===== src/rtl/instruction_fetch_unit.sv =====
// Instruction fetch stage: program counter, a direct-mapped one-word-per-line
// instruction cache with combinational lookup, a single outstanding miss
// request to instruction memory, and stall / branch-redirect handling.
module instruction_fetch_unit #(
  parameter int unsigned LINES    = 8,
  parameter logic [31:0] RESET_PC = 32'h0000_0000
) (
  input  logic        clock,
  input  logic        reset_n,
  input  logic        stall,
  input  logic        branch_taken,
  input  logic [31:0] branch_target,
  output logic        mem_req,
  output logic [31:0] mem_addr,
  input  logic        mem_ready,
  input  logic [31:0] mem_rdata,
  output logic [31:0] instruction,
  output logic [31:0] next_pc,
  output logic        hit,
  output logic        valid
);

  localparam int unsigned IDX   = $clog2(LINES);
  localparam int unsigned TAG_W = 30 - IDX;

  typedef enum logic {
    LOOKUP = 1'b0,
    MISS   = 1'b1
  } state_t;

  state_t      state_reg, state_next;
  logic [31:0] pc_reg, pc_next;
  logic [31:0] instruction_reg, instruction_next;
  logic [31:0] next_pc_reg, next_pc_next;
  logic        hit_reg, hit_next;
  logic        valid_reg, valid_next;
  logic        mem_req_reg, mem_req_next;
  logic [31:0] mem_addr_reg, mem_addr_next;
  logic        redir_pend_reg, redir_pend_next;
  logic [31:0] redir_pc_reg, redir_pc_next;

  // Cache storage: valid bits are reset, tag and data arrays are not.
  logic [LINES-1:0] line_valid_reg;
  logic [TAG_W-1:0] line_tag_reg  [LINES];
  logic [31:0]      line_data_reg [LINES];

  // Lookup on the current PC; pc[1:0] never participates.
  logic [IDX-1:0]   pc_idx;
  logic [TAG_W-1:0] pc_tag;
  logic             lookup_hit;
  logic [31:0]      pc_plus4;

  assign pc_idx     = pc_reg[2+IDX-1:2];
  assign pc_tag     = pc_reg[31:2+IDX];
  assign lookup_hit = line_valid_reg[pc_idx] && (line_tag_reg[pc_idx] == pc_tag);
  assign pc_plus4   = pc_reg + 32'd4;

  // Fill always targets the address of the outstanding request.
  logic             fill_en;
  logic [IDX-1:0]   fill_idx;
  logic [TAG_W-1:0] fill_tag;
  logic [LINES-1:0] fill_sel;

  assign fill_idx = mem_addr_reg[2+IDX-1:2];
  assign fill_tag = mem_addr_reg[31:2+IDX];

  genvar gi;
  generate
    for (gi = 0; gi < LINES; gi++) begin : g_fill_sel
      assign fill_sel[gi] = fill_en && (fill_idx == IDX'(gi));
    end
  endgenerate

  // Line valid bits: cleared by reset, set by a fill (never cleared otherwise).
  always_ff @(posedge clock or negedge reset_n) begin
    if (!reset_n) begin
      line_valid_reg <= '0;
    end else begin
      line_valid_reg <= line_valid_reg | fill_sel;
    end
  end

  // Tag and data write on fill; a fill simply evicts the previous occupant.
  always_ff @(posedge clock) begin
    if (fill_en) begin
      line_tag_reg[fill_idx]  <= fill_tag;
      line_data_reg[fill_idx] <= mem_rdata;
    end
  end

  // State, PC and registered outputs.
  always_ff @(posedge clock or negedge reset_n) begin
    if (!reset_n) begin
      state_reg       <= LOOKUP;
      pc_reg          <= RESET_PC;
      instruction_reg <= 32'h0;
      next_pc_reg     <= 32'h0;
      hit_reg         <= 1'b0;
      valid_reg       <= 1'b0;
      mem_req_reg     <= 1'b0;
      mem_addr_reg    <= 32'h0;
      redir_pend_reg  <= 1'b0;
      redir_pc_reg    <= 32'h0;
    end else begin
      state_reg       <= state_next;
      pc_reg          <= pc_next;
      instruction_reg <= instruction_next;
      next_pc_reg     <= next_pc_next;
      hit_reg         <= hit_next;
      valid_reg       <= valid_next;
      mem_req_reg     <= mem_req_next;
      mem_addr_reg    <= mem_addr_next;
      redir_pend_reg  <= redir_pend_next;
      redir_pc_reg    <= redir_pc_next;
    end
  end

  // Next-state and output decisions for the LOOKUP / MISS controller.
  always_comb begin
    state_next       = state_reg;
    pc_next          = pc_reg;
    instruction_next = instruction_reg;
    next_pc_next     = next_pc_reg;
    hit_next         = hit_reg;
    valid_next       = valid_reg;
    mem_req_next     = mem_req_reg;
    mem_addr_next    = mem_addr_reg;
    redir_pend_next  = redir_pend_reg;
    redir_pc_next    = redir_pc_reg;
    fill_en          = 1'b0;

    unique case (state_reg)
      LOOKUP: begin
        if (branch_taken) begin
          // Redirect wins over stall; emit a bubble.
          pc_next    = branch_target;
          valid_next = 1'b0;
          hit_next   = 1'b0;
        end else if (stall) begin
          // Hold everything.
        end else if (lookup_hit) begin
          instruction_next = line_data_reg[pc_idx];
          next_pc_next     = pc_plus4;
          hit_next         = 1'b1;
          valid_next       = 1'b1;
          pc_next          = pc_plus4;
        end else begin
          valid_next    = 1'b0;
          hit_next      = 1'b0;
          mem_req_next  = 1'b1;
          mem_addr_next = pc_reg;
          state_next    = MISS;
        end
      end

      MISS: begin
        if (mem_ready) begin
          // The fill happens regardless of stall or redirect.
          fill_en      = 1'b1;
          mem_req_next = 1'b0;
          state_next   = LOOKUP;
          if (branch_taken || redir_pend_reg) begin
            pc_next         = branch_taken ? branch_target : redir_pc_reg;
            valid_next      = 1'b0;
            hit_next        = 1'b0;
            redir_pend_next = 1'b0;
          end else if (!stall) begin
            instruction_next = mem_rdata;
            next_pc_next     = pc_plus4;
            hit_next         = 1'b0;
            valid_next       = 1'b1;
            pc_next          = pc_plus4;
          end else begin
            // Word is in the cache now; it is delivered later as a hit.
            valid_next = 1'b0;
            hit_next   = 1'b0;
          end
        end else if (branch_taken) begin
          // Request cannot be aborted; remember the latest redirect.
          redir_pend_next = 1'b1;
          redir_pc_next   = branch_target;
        end
      end

      default: begin
        state_next = LOOKUP;
      end
    endcase
  end

  assign mem_req     = mem_req_reg;
  assign mem_addr    = mem_addr_reg;
  assign instruction = instruction_reg;
  assign next_pc     = next_pc_reg;
  assign hit         = hit_reg;
  assign valid       = valid_reg;

endmodule


===== config.mk =====
export PLATFORM = sky130hd
export DESIGN_NAME = instruction_fetch_unit
export DESIGN_NICKNAME = d
export VERILOG_FILES = /design/src/rtl/instruction_fetch_unit.sv
export SDC_FILE = /design/constraint.sdc
export NUM_CORES = 1
export LEC_CHECK = 0
export CELL_PAD_IN_SITES_DETAIL_PLACEMENT = 1
export CELL_PAD_IN_SITES_GLOBAL_PLACEMENT = 2
export CORE_AREA = 5 5 230 399
export DETAILED_ROUTE_END_ITERATION = 10
export DIE_AREA = 0 0 235 404
export PLACE_DENSITY_LB_ADDON = 0.1
export SLEW_MARGIN = 20
export SYNTH_ARGS = -nofsm -noshare
export SYNTH_HDL_FRONTEND = slang
export SYNTH_SLANG_ARGS = --single-unit

===== constraint.sdc =====
create_clock -name clock -period 7.9 [get_ports clock]
set_clock_uncertainty 0.2 [all_clocks]
set_input_delay 1.58 -clock clock [delete_from_list [all_inputs] [get_ports clock]]
set_output_delay 1.58 -clock clock [all_outputs]
set_load 0.02 [all_outputs]

==> results.py, run 1 <==
metrics = {
    "timing": {
        "period_needed_ns": 5.80,
        "finalCritPeriodShare": 0.734,
        "rsz0062_at_grt": "false",
        "slew_violations": 0,
        "fmax_ghz": 0.172,
        "fin_setup_tns_ns": 0,
        "worst_pin_slew_ns": 1.07,
        "relSlewSlack": 0.279,
        "setup_viol": 0,
        "hold_viol": 0,
    },
    "run_status": {
        "status": "completed",
    },
    "critical_path": {
        "crit_chain": "buf_12, buf_4, buf_12, mux2i_1, a22o_1, o21ai_0, o211ai_1, nor4_1, nand4_1, o21ai_1, nand2_4, buf_12, mux2_4",
        "rr_startpoint": "pc_reg[2]",
        "crit_path_start_kind": "flip-flop",
        "cp_data_required_time_ns": 8.21,
        "crit_top_cell": "buf_12",
        "endpoint_kind": "flip-flop",
        "cp.depth": 13,
        "critPathBufInv": 4,
        "r2r_cells": 13,
        "cp_max_fo": 38,
        "slowest_delay_ns": 0.97,
        "worst-endpoint-arrival_ns": 6.11,
        "ff2ff_setup_slack_ns": 2.10,
        "cp_slowest_cell": "dfrtp_4",
        "reg2reg_to": "instruction[4]",
        "critical_path_class": "flip-flop to flip-flop",
        "cp_top_family": "compound AO/OA/AOI/OAI gates",
    },
    "yosys": {
        "ys_seq_area_frac": 0.707,
        "synth_edf_count": 472,
        "synth_nets": 1632,
        "syn_avg_cell_area_um2": 16.7,
        "syn_inst": 1562,
        "netlist_area_um2": 26200,
        "ys_seq_elements": 645,
        "yosys_warnings": 0,
        "synth-main-ff-cell": "edfxtp_1",
        "async_flop_share": 0.268,
        "yosysUniqueCellTypes": 46,
    },
    "floorplanning": {
        "rows": 144,
        "die_height_um": 404,
        "start_util": 0.297,
        "coreArea_um2": 88100,
        "io_pins": 168,
        "dieArea_um2": 94900,
        "die_x_um": 235,
    },
    "job": {
        "drv_cap": 0,
    },
    "final_layout": {
        "area_growth_pct": 20.1,
        "largest_reg_flops": 256,
        "n_antenna_cell": 0,
        "drive_gt1_frac": 0.207,
        "fin_nets": 1812,
        "finish.utilization": 0.357,
    },
    "clocking": {
        "cts_buffers": 67,
        "cts_sinks": 645,
        "cts_tree": "built",
        "clockRootBuffer": "clkbuf_16",
        "cts_hold_buffers": 0,
        "ctsHtreeMaxLevel": 3,
        "clk_latency_ns": 0.64,
        "cts.clk_slew.worst_paths_ns": 0.06,
        "postCtsSetupBuffers": 0,
        "cts_buffer_depth": 3,
        "post_cts_resized": 0,
    },
    "drt": {
        "drtIter0Drc": 787,
        "viasPerCell": 4.84,
        "drt_pass1_iterations": 5,
        "ant_nets": 0,
        "drc": 0,
        "routed_wl_um": 75200,
        "num_vias": 14400,
        "wl_per_cell_um": 25.4,
    },
    "hold_path": {
        "hp-class": "flip-flop to flip-flop",
        "holdPathStages": 1,
        "min_to": "line_valid_reg[2]",
        "worstHoldStart": "line_valid_reg[2]",
    },
    "grt": {
        "grt_first_pass_wirelength_um": 112000,
        "antenna_found_initial": 3,
        "gr-total-overflow": 0,
        "grt_max_degree": 67,
        "grt_use_total": 0.158,
        "grt_pass1_vias": 16100,
    },
    "place": {
        "gp_congestion": 0.717,
        "portBuffers": 167,
        "dp_hpwl_um": 46500,
    },
    "power": {
        "power_mw": 10.5,
        "p_per_area_nw_per_um2": 333,
        "peakVddDrop_mv": 0.189,
        "p_leak_nw": 11.0,
    },
}
[cell usage after synthesis, types with 7 or more instances]
cell	number	share of area
buf_4	7	0.0020
o22ai_1	7	0.0017
nand3_1	14	0.0027
nand2_1	78	0.011
a22o_1	9	0.0030
a22oi_1	30	0.0086
xor2_1	15	0.0050
mux2_2	116	0.050
nor4_1	8	0.0019
nor2_1	59	0.0085
o21ai_0	72	0.014
buf_1	21	0.0030
xnor2_1	23	0.0077
and3_1	23	0.0055
mux4_2	84	0.072
a21oi_1	65	0.012
buf_2	21	0.0040
edfxtp_1	472	0.54
nor3_1	19	0.0036
dfrtp_1	173	0.17
mux2_4	9	0.0052
clkbuf_1	45	0.0065
or2_2	8	0.0019
mux2i_1	113	0.043
[power breakdown]
| part | switching, mW | internal, mW |
|---|---|---|
| clock | 1.35 | 1.77 |
| combinational | 1.35 | 1.26 |
| sequential | 0.511 | 4.24 |
| total | 3.21 | 7.26 |
[how the worst max path moves through the flow]
stage	from	end	slack, ns
after floorplan	mem_ready	line_valid_reg[4]	1.10
after global placement	pc_reg[2]	instruction[4]	1.95
after detailed placement	pc_reg[2]	instruction[7]	1.94
after CTS	pc_reg[2]	instruction[4]	1.91
after global routing	pc_reg[2]	instruction[4]	1.65
final	pc_reg[2]	instruction[4]	2.10
[area by class of cell]
class,instances,area (µm²)
fillers,8799,56700
flip-flops and latches,645,18500
multi-input cells,814,7260
repair buffers,210,2040
clock buffers,96,1880
well taps,1168,1460
clock inverters,27,243
inverters,4,15.0
[through the flow]
step	worst slack (ns)	instance area [µm²]	instances	hold WS, ns
detailed placement	1.94	29300	2841	0.259
global placement	1.95	29300	2841	0.246
CTS	1.91	31400	2964	0.274
global route	1.65	31400	2964	0.287
finish	2.10	31400	2964	0.270
floorplan	1.10	26200	1562	0.234
[kinds of logic (layout without fill, tap and decap cells)]
logic type,Yosys count,count (layout),share of synthesized area
buffers and inverters,103,337,0.0182
multiplexers,322,322,0.171
AND/OR/NAND/NOR,242,242,0.0436
adder cells (fa/ha/maj),1,1,0.000478
flip-flops,645,645,0.707
XOR/XNOR,38,38,0.0127
AO/OA/AOI/OAI,211,211,0.0471
[cell usage in the layout, fill, tap and decap left out, types with 4 or more instances in the layout]
cell	synthesis	routed
nand2b_1	6	6
buf_12	0	4
o21ai_0	72	72
clkinv_2	0	8
dfrtp_1	173	169
o21ai_1	5	5
mux2_2	116	116
a22o_1	9	9
and2_1	4	4
nand2_1	78	77
clkdlybuf4s50_1	0	165
nand3b_1	5	5
xnor2_1	23	23
clkinv_1	0	8
mux2_4	9	9
nor2_1	59	52
nand4_1	6	6
nand3_1	14	14
buf_4	7	39
clkbuf_16	0	69
nor4_1	8	7
nor3_1	19	17
and3_1	23	23
o22ai_1	7	7
mux2i_1	113	113
nor2_4	0	7
edfxtp_1	472	472
or2_2	8	8
mux4_2	84	84
a211oi_1	6	6
or3_1	6	6
xor2_1	15	15
inv_1	4	4
a31oi_1	5	5
clkbuf_1	45	22
a22oi_1	30	30
a21oi_1	65	65
clkbuf_8	0	6
[metal layers]
layer  GRT usage  part of all wire  vias to the layer above
li1            -                 -                     6419
met1       0.188              0.41                     7577
met2       0.292              0.53                      256
met3      0.0272             0.036                       99
met4      0.0491             0.023                        4
met5           0           0.00045                        -
Power figures use the tool's default switching activity.
==> inputs of run 2 (changes only) <==
==> constraint.sdc (replaced) <==
create_clock -name clock -period 5.96 [get_ports clock]
set_clock_uncertainty 0.2 [all_clocks]
set_input_delay 1.192 -clock clock [delete_from_list [all_inputs] [get_ports clock]]
set_output_delay 1.192 -clock clock [all_outputs]
set_load 0.02 [all_outputs]
==> run 2 against run 1 <==
First-iteration DRC count fell by 1.5%. Core utilization is 0.41 points higher. Power grew 36%. Critical endpoint is now pc_reg[27]. Design area grew 1.2%. Final cell count is 0.37% higher. Combinational power increased by 36%. Global-route usage increased by 0.26 points. Via count up 1.4%. Highest routed layer unchanged. Largest power group unchanged. Critical path depth is 2 lower.
==> results.py, run 2 (same netlist as run 1, synthesis figures left out) <==
metrics = {
    "final_layout": {
        "instances_no_fill": 2975,
        "drive_gt1_frac": 0.218,
        "mostFrequentLayoutCells": "edfxtp_1, dfrtp_1, clkdlybuf4s50_1",
        "stdcell_area_um2": 31800,
        "fin_nets": 1821,
        "final_common_cell": "edfxtp_1",
        "largest_reg_flops": 256,
        "area_growth_pct": 21.5,
    },
    "grt": {
        "antenna_found_initial": 2,
        "grt_first_pass_wirelength_um": 114000,
        "grt_max_degree": 77,
        "gr-total-overflow": 0,
        "grt_use_total": 0.161,
        "grt_pass1_vias": 16300,
    },
    "drt": {
        "drc": 0,
        "drtIter0Drc": 775,
        "ant_nets": 0,
        "wl_per_cell_um": 25.8,
        "viasPerCell": 4.89,
        "num_vias": 14600,
        "routed_wl_um": 76700,
        "drt_pass1_iterations": 4,
    },
    "timing": {
        "finalCritPeriodShare": 0.835,
        "relSlewSlack": 0.226,
        "fin_setup_tns_ns": 0,
        "worst_pin_slew_ns": 1.15,
        "fmax_ghz": 0.201,
        "setup_viol": 0,
        "hold_viol": 0,
        "period_needed_ns": 4.98,
        "rsz0062_at_grt": "false",
        "slew_violations": 0,
    },
    "clocking": {
        "cts_buffers": 68,
        "cts.clk_slew.worst_paths_ns": 0.07,
        "cts_sinks": 645,
        "cts_tree": "built",
        "cts_buffer_depth": 3,
        "clockRootBuffer": "clkbuf_16",
        "ctsHtreeMaxLevel": 3,
        "cts_hold_buffers": 0,
        "postCtsSetupBuffers": 0,
        "post_cts_resized": 0,
        "clk_latency_ns": 0.63,
    },
    "critical_path": {
        "rr_startpoint": "pc_reg[2]",
        "ff2ff_setup_slack_ns": 0.98,
        "cp_max_fo": 76,
        "r2r_cells": 11,
        "endpoint_kind": "flip-flop",
        "critical_path_class": "flip-flop to flip-flop",
        "cp_data_required_time_ns": 6.21,
        "worst-endpoint-arrival_ns": 5.22,
        "crit_path_start_kind": "flip-flop",
        "reg2reg_to": "pc_reg[27]",
    },
    "power": {
        "p_leak_nw": 11.1,
        "peakVddDrop_mv": 0.247,
        "p_per_area_nw_per_um2": 447,
    },
    "hold_path": {
        "holdPathStages": 1,
        "min_to": "line_valid_reg[7]",
        "worstHoldStart": "line_valid_reg[7]",
        "hp-class": "flip-flop to flip-flop",
    },
    "floorplanning": {
        "die_height_um": 404,
        "coreArea_um2": 88100,
        "io_pins": 168,
        "start_util": 0.297,
        "rows": 144,
        "dieArea_um2": 94900,
        "die_x_um": 235,
    },
    "place": {
        "portBuffers": 167,
        "gp_congestion": 0.710,
        "placed_area_um2": 29500,
        "placed_cells": 2849,
        "dp_hpwl_um": 46900,
    },
    "job": {
        "drv_cap": 0,
    },
    "run_status": {
        "status": "completed",
    },
}
## run 2: cell count changes in the layout (fill, tap and decap cells not counted), moves of 2 or more
| cell | delta |
|---|---|
| clkinvlp_4 | +2 |
| clkinv_2 | +4 |
| clkbuf_16 | +3 |
| nor3_4 | +2 |
| buf_4 | -2 |
| nor3_2 | -2 |
| clkbuf_8 | +3 |
| buf_12 | +10 |
| clkinv_1 | -6 |
| bufinv_16 | +2 |
| clkbuf_1 | -7 |
## run 2: worst max-delay path, cell delays in order (launching register included)
cell and delay (ns):
dfrtp_4 0.74, buf_12 0.44, mux2i_1 0.16, a22o_1 0.25, a221oi_1 0.25, xor2_1 0.12
nor4_1 0.94, nand4_1 0.23, buf_4 0.24, a21o_1 0.28, buf_12 0.23, o21ai_0 0.52
## run 2: cell type report
class	instances	area, µm²
clock buffers	95	1970
flip-flops and latches	645	18500
diodes	1	2.50
clock inverters	30	327
fillers	8795	56300
well taps	1168	1460
repair buffers	218	2230
inverters	4	15.0
multi-input cells	814	7260
## run 2: report_power, final
group / internal, mW / switching [mW] / leakage [nW]
clock: 2.55 / 1.83 / 1.12
combinational: 1.69 / 1.85 / 3.60
sequential: 5.62 / 0.666 / 6.40
total: 9.85 / 4.35 / 11.1
## run 2: how the worst max path moves through the flow
stage	start	end	cells after the start
after floorplan	mem_ready	line_data_reg[7][0]	3
after global placement	pc_reg[2]	pc_reg[27]	11
after detailed placement	pc_reg[2]	pc_reg[27]	11
after CTS	pc_reg[2]	pc_reg[27]	11
after global routing	pc_reg[2]	pc_reg[27]	11
final	pc_reg[2]	pc_reg[27]	11
## run 2: layer usage
layer / global-route usage / up-vias / share of wire
met4: 0.0541 / 2 / 0.028
met2: 0.289 / 276 / 0.52
met5: 0 / - / 0.00017
li1: - / 6419 / -
met1: 0.195 / 7761 / 0.41
met3: 0.0301 / 94 / 0.036
## run 2: metrics by stage
step	worst slack, ns	hold WS [ns]	utilization	total power, mW
2_1_floorplan	1.16	0.234	-	8.28
3_3_place_gp	0.895	0.246	0.335	10.0
3_5_place_dp	0.942	0.255	0.335	10.1
4_1_cts	0.878	0.272	0.361	14.5
5_1_grt	0.785	0.280	0.361	15.0
6_report	0.982	0.268	0.361	14.2
